### src/rtl/lfsr_multi.sv
// lfsr_multi: runtime-configurable Galois/Fibonacci LFSR with a TICKS prescaler,
// a valid/ready output handshake with backpressure, and all-zero lockup flag.
// Optional period-measurement unit is built when LFSR_PERIOD_EN is defined;
// otherwise period_o / period_valid_o are tied to zero.
module lfsr_multi #(
  parameter int unsigned     BITS  = 16,
  parameter int unsigned     TICKS = 1,
  parameter logic [BITS-1:0] SEED  = BITS'(16'h0001),
  parameter logic [BITS-1:0] TAPS  = BITS'(16'hB400)
) (
  input  logic            clk,
  input  logic            rst_n,
  input  logic            load_i,
  input  logic [BITS-1:0] seed_i,
  input  logic [BITS-1:0] taps_i,
  input  logic            mode_i,
  input  logic            run_i,
  input  logic            out_ready_i,
  output logic [BITS-1:0] state_o,
  output logic            out_valid_o,
  output logic            lockup_o,
  output logic [BITS-1:0] period_o,
  output logic            period_valid_o
);

  localparam int unsigned     TW        = (TICKS > 1) ? $clog2(TICKS) : 1;
  localparam logic [TW-1:0]   TICK_LAST = TW'(TICKS - 1);

  logic [BITS-1:0] state_q, state_d;
  logic [BITS-1:0] taps_q, taps_d;
  logic            mode_q, mode_d;
  logic [TW-1:0]   tick_q, tick_d;
  logic            valid_q, valid_d;
  logic            lockup_q;

  logic [BITS-1:0] galois_nxt;
  logic [BITS-1:0] fib_nxt;
  logic            fib_fb;
  logic [BITS-1:0] lfsr_nxt;
  logic            stall;
  logic            adv;

  // Successor of the current state in both modes; mode selects which is used.
  always_comb begin
    galois_nxt = {1'b0, state_q[BITS-1:1]} ^ (state_q[0] ? taps_q : '0);
    fib_fb     = ^(state_q & taps_q);
    fib_nxt    = {fib_fb, state_q[BITS-1:1]};
    lfsr_nxt   = mode_q ? fib_nxt : galois_nxt;
  end

  // A presented but unaccepted state freezes the prescaler; load always wins.
  assign stall = valid_q & ~out_ready_i;
  assign adv   = ~load_i & run_i & ~stall & (tick_q == TICK_LAST);

  // Next-state for LFSR, prescaler and handshake.
  always_comb begin
    state_d = state_q;
    taps_d  = taps_q;
    mode_d  = mode_q;
    tick_d  = tick_q;
    valid_d = valid_q;
    if (load_i) begin
      state_d = seed_i;
      taps_d  = taps_i;
      mode_d  = mode_i;
      tick_d  = '0;
      valid_d = 1'b0;
    end else begin
      if (run_i && !stall) begin
        tick_d = adv ? '0 : tick_q + TW'(1);
      end
      if (adv) begin
        state_d = lfsr_nxt;
        valid_d = 1'b1;
      end else if (valid_q && out_ready_i) begin
        valid_d = 1'b0;
      end
    end
  end

  // Core registers; lockup is a one-cycle-late decode of the state register.
  always_ff @(posedge clk or negedge rst_n) begin
    if (!rst_n) begin
      state_q  <= SEED;
      taps_q   <= TAPS;
      mode_q   <= 1'b0;
      tick_q   <= '0;
      valid_q  <= 1'b0;
      lockup_q <= 1'b0;
    end else begin
      state_q  <= state_d;
      taps_q   <= taps_d;
      mode_q   <= mode_d;
      tick_q   <= tick_d;
      valid_q  <= valid_d;
      lockup_q <= (state_q == '0);
    end
  end

  assign state_o     = state_q;
  assign out_valid_o = valid_q;
  assign lockup_o    = lockup_q;

`ifdef LFSR_PERIOD_EN
  logic [BITS-1:0] seed_q;
  logic [BITS-1:0] cnt_q, cnt_d;
  logic [BITS-1:0] period_q, period_d;
  logic            pvalid_q, pvalid_d;
  logic            adv_q;
  logic            match;

  // Returning to the seed is seen one cycle after the advance that landed there;
  // the zero state never counts as a return so a zero seed never reports.
  assign match = adv_q & (state_q == seed_q) & (|state_q);

  // Period counter: counts advances, latches on seed return, saturates.
  always_comb begin
    cnt_d    = cnt_q;
    period_d = period_q;
    pvalid_d = pvalid_q;
    if (load_i) begin
      cnt_d    = '0;
      pvalid_d = 1'b0;
    end else if (match) begin
      period_d = cnt_q;
      pvalid_d = 1'b1;
      cnt_d    = adv ? BITS'(1) : '0;
    end else if (adv && (cnt_q != '1)) begin
      cnt_d = cnt_q + BITS'(1);
    end
  end

  // Period-unit registers, including the seed copy used for the compare.
  always_ff @(posedge clk or negedge rst_n) begin
    if (!rst_n) begin
      seed_q   <= SEED;
      cnt_q    <= '0;
      period_q <= '0;
      pvalid_q <= 1'b0;
      adv_q    <= 1'b0;
    end else begin
      seed_q   <= load_i ? seed_i : seed_q;
      cnt_q    <= cnt_d;
      period_q <= period_d;
      pvalid_q <= pvalid_d;
      adv_q    <= adv;
    end
  end

  assign period_o       = period_q;
  assign period_valid_o = pvalid_q;
`else
  assign period_o       = '0;
  assign period_valid_o = 1'b0;
`endif

endmodule

### config.mk
export PLATFORM = sky130hd
export DESIGN_NAME = lfsr_multi
export DESIGN_NICKNAME = d
export VERILOG_FILES = /design/src/rtl/lfsr_multi.sv
export SDC_FILE = /design/constraint.sdc
export NUM_CORES = 1
export LEC_CHECK = 0
export CAP_MARGIN = 40
export CORE_UTILIZATION = 35
export DETAILED_ROUTE_END_ITERATION = 12
export HOLD_SLACK_MARGIN = 0.02
export PLACE_DENSITY_LB_ADDON = 0.2
export SLEW_MARGIN = 20
export SYNTH_ARGS = -nofsm -noshare
export SYNTH_HDL_FRONTEND = slang
export SYNTH_SLANG_ARGS = --single-unit
### constraint.sdc
create_clock -name clk -period 2 [get_ports clk]
set_input_delay 0.4 -clock clk [delete_from_list [all_inputs] [get_ports clk]]
set_output_delay 0.4 -clock clk [all_outputs]
set_load 0.1 [all_outputs]
# Word-level counts from Yosys, hierarchy flattened
# Cells that the tools add are included.
# totals
register_bits,36
# op_classes
bitwise,10
muxes,10
add_sub_neg,1
reduce_logical,8
# ops
op,n
16-bit two-way mux,4
16-bit AND,1
16-bit logical NOT,1
16-bit XOR reduction,1
15-bit by 16-bit XOR with 16-bit output,1
1-bit two-way mux,6
1-bit AND,4
1-bit inverter,4
2-bit nonzero test,2
3-bit nonzero test,1
1-bit logical AND,2
"1-bit adder, second input constant",1
1-bit logical NOT,1

# Depth between registers and ports, before layout
# depth
depth_word,8
ltp_mapped,8
ltp_nobuf,6

# Worst setup path after synthesis
# No wires, ideal clock.
# synth_timing
path_type,register to register
startpoint,"reg state_q[7], in the netlist state_o[7]"
endpoint,"reg state_q[15], in the netlist state_o[15]"
required_time_ps,1869
arrival_time_ps,1852
setup_time_ps,131
path_buffers,0
stages_incl_launch_ff,7
path_slack_ps,16
path_cell_list,dfrtp_1 nand2_1 xnor2_2 xnor2_1 xnor2_1 xnor2_1 a21oi_1
# synth_via
elab_chain_cells,5
# synth_rtl
element,line_no,rtl
"start, declared",29,"logic [BITS-1:0] state_q, state_d;"
"start signal, assigned",91,state_q <= state_d;
16-bit AND,46,fib_fb = ^(state_q & taps_q);
16-bit XOR reduction,46,
16-bit two-way mux,48,lfsr_nxt = mode_q ? fib_nxt : galois_nxt;
16-bit two-way mux,72,if (adv) begin
16-bit two-way mux,62,if (load_i) begin
# Every way passes these cells. The select of a mux whose other input is x is not followed.
# A chain may end at the register's enable or synchronous reset.

# Final worst setup path
# layout_timing
startpoint,in out_ready_i
endpoint,"reg state_q[15], in the netlist state_o[15]"
# layout_via
elab_chain_cells,6
# layout_rtl
element,line_no,rtl
"start, declared",18,"input logic out_ready_i,"
1-bit inverter,52,assign stall = valid_q & ~out_ready_i;
1-bit AND,52,
1-bit inverter,53,assign adv = ~load_i & run_i & ~stall & (tick_q == TICK_LAST);
1-bit AND (2 in a row),53,
2-bit nonzero test (no source line),n/a,
# Every way passes these cells.

==> results.sh <==
export IMPL_rows=27
export IMPL_ir_worst_vdd_uv=670
export IMPL_rr_endpoint="state_o[14]$_DFFE_PN0P_"
export IMPL_cts_tree="done"
export IMPL_period_minus_slack_ns=1.57
export IMPL_fp_dieW_um=79.1
export IMPL_cts_htree_levels=2
export IMPL_slew_violations=0
export IMPL_drive_gt1_frac=0.229
export IMPL_placed_cell_area_um2=2780
export IMPL_die_h_um=79.1
export IMPL_final_cell_area_um2=2880
export IMPL_post_cts_resized=0
export IMPL_cts_setup_buffers=0
export IMPL_place_ws_ns=0.148
export IMPL_r2r_start="state_o[0]$_DFFE_PN1P_"
export IMPL_end_kind="register"
export IMPL_whs_ns=0.155
export IMPL_power_leakage_nw=1.22
export IMPL_hold_path_class="input port to asynchronous set/reset pin"
export IMPL_synth_async_sr_flop_share=1.00
export IMPL_synth_top_area_share=0.373
export IMPL_power_frac_comb=0.454
export IMPL_antenna_cells=0
export IMPL_rrSetupSlack_ns=0.45
export IMPL_cts_hold_buf=0
export IMPL_internal_power_mw=1.69
export IMPL_mappedNetlistArea_um2=2080
export IMPL_dr_pass1_iters=4
export IMPL_cts_root_buf="clkbuf_8"
export IMPL_gp_congestion=0.796
export IMPL_ioPinCount=73
export IMPL_status="finished clean"
export IMPL_route_detailed_drc=0
export IMPL_ys_flop_type="dfrtp_1"
export IMPL_first_iter_violations=100
export IMPL_maxCapViolCount=0
export IMPL_routed_wl_um=4440
export IMPL_hold_violations=0
export IMPL_arrival_ns=1.73
export IMPL_instances_no_fill=352
export IMPL_yosys_area_top_type="dfrtp_1"
export IMPL_synth_seq_cells=36
export IMPL_rsz0062_at_grt="no"
export IMPL_cp_required_ns=2.17
export IMPL_synth_edf_count=0
export IMPL_cp_max_fo=5
export IMPL_dp_cells=344
export IMPL_grt_total_usage=0.150
export IMPL_powerDensity_nw_per_um2=1020
export IMPL_p_sw_frac=0.426
export IMPL_start_util=0.371
export IMPL_synth_most_common_cell="nand2_1"
export IMPL_setup_violations=0
export IMPL_p_clk_frac=0.213
export IMPL_grt_pass1_vias=1461
export IMPL_grt_first_pass_wirelength_um=7180
export IMPL_nets=317
export IMPL_core_um2=5610
export IMPL_hpwl_um=3270
export IMPL_numCtsBuffers=5
export IMPL_ys_warn_count=0
export IMPL_clk_pin_slew_ns=0.08
export IMPL_setup_ws_ns=0.432
export IMPL_netlist_cell_type_count=29
export IMPL_antenna_found_initial=0
export IMPL_via_per_inst=4.52
export IMPL_fmax_mhz=638
export IMPL_crit_type="input port to register"
export IMPL_start_kind="input port"
export IMPL_reg2reg_depth=7
export IMPL_synthTopCellsByCount="nand2_1 (45), dfrtp_1 (31), a21oi_1 (18), xor2_1 (18), buf_4 (17)"
export IMPL_dr_total_vias=1590
export IMPL_seq_power_share=0.332
export IMPL_skew_ns=0.00503
export IMPL_avgSynthCellArea_um2=9.38
export IMPL_netlist_instances=222
export IMPL_insertion_delay_ns=0.28
export IMPL_p_sw_mw=1.26
export IMPL_final_setup_tns_ns=0
export IMPL_gr_total_overflow=0
export IMPL_synth_area_leaders="dfrtp_1 (37%), mux2_2 (8.1%), nand2_1 (8.1%)"
export IMPL_grt_max_degree=37
export IMPL_power_total_mw=2.95
export IMPL_clockBufferDepth=2
export IMPL_min_period_over_period=0.784
export IMPL_ys_seq_area_frac=0.436
export IMPL_final_core_util=0.514
export IMPL_cts_sinks=36
export IMPL_syn_to_final_growth_pct=38.5
export IMPL_wl_per_cell_um=12.6
export IMPL_io_buffer_count=55
export IMPL_design_die_area_um2=6260
export IMPL_postRouteAntennaNets=0
## power by group through the flow
stage	sequential, mW	clock (mW)	combinational (mW)
CTS	0.982	0.647	1.35
global route	0.998	0.673	1.42
finish	0.982	0.631	1.34
floorplan	1.36	0	0.579
detailed placement	0.996	0	1.35
global placement	0.994	0	1.34
## final cells by class
| type | count | area [µm²] |
|---|---|---|
| clock buffer | 6 | 72.6 |
| inverter | 1 | 3.75 |
| multi-input combinational | 173 | 1040 |
| sequential | 36 | 907 |
| tap | 72 | 90.1 |
| fill | 533 | 2730 |
| timing repair buffer | 62 | 736 |
| clock inverter | 2 | 35.0 |
## worst max-delay path by stage
stage / startpoint / endpoint / cells after the start
2_1_floorplan: state_o[7]$_DFFE_PN0P_ / state_o[15]$_DFFE_PN0P_ / 6
3_3_place_gp: out_ready_i / state_o[15]$_DFFE_PN0P_ / 7
3_5_place_dp: out_ready_i / state_o[15]$_DFFE_PN0P_ / 7
4_1_cts: state_o[0]$_DFFE_PN1P_ / state_o[14]$_DFFE_PN0P_ / 7
5_1_grt: state_o[0]$_DFFE_PN1P_ / state_o[14]$_DFFE_PN0P_ / 7
6_report: out_ready_i / state_o[15]$_DFFE_PN0P_ / 7
## state kept, by name, summed over array words and instances (netlist names)
signal,cells
lockup_o,1
state_o,16
mode_q,1
tick_q,1
out_valid_o,1
taps_q,16
## worst max-delay path: stages
cell and delay, ns:
clkdlybuf4s50_1 0.45, nand2b_1 0.14, nand3b_1 0.10, and2b_2 0.24, a221oi_2 0.21, a22o_2 0.17, a21oi_1 0.03
## routing by layer
metal	vias up	GRT usage	routed length, µm
li1	808	-	-
met1	735	0.201	2100
met2	45	0.236	2110
met3	2	0.0322	192
met4	0	0.0545	34
met5	-	0	0
## cells in the final DEF, fill, tap and decap left out, drive strengths merged, types with 2 or more instances in the layout
| cell | n |
|---|---|
| nor4 | 4 |
| o21ai | 15 |
| dfstp | 5 |
| buf | 27 |
| clkbuf | 6 |
| and2b | 2 |
| clkdlybuf4s50 | 35 |
| nand2 | 48 |
| dfrtp | 31 |
| mux2 | 15 |
| conb | 17 |
| a21oi | 18 |
| xor2 | 18 |
| xnor2 | 12 |
| nor2 | 15 |
| nand2b | 2 |
## kinds of logic after synthesis
logic type / count (synthesis) / synth area share
and+or+nand+nor: 75 / 0.159
AOI/OAI and AO/OA: 36 / 0.0950
DFF: 36 / 0.436
xor gates and xnor gates: 30 / 0.133
buffers and inverters: 29 / 0.0943
muxes: 15 / 0.0811
other: 1 / 0.00180
Power figures use the tool's default switching activity.
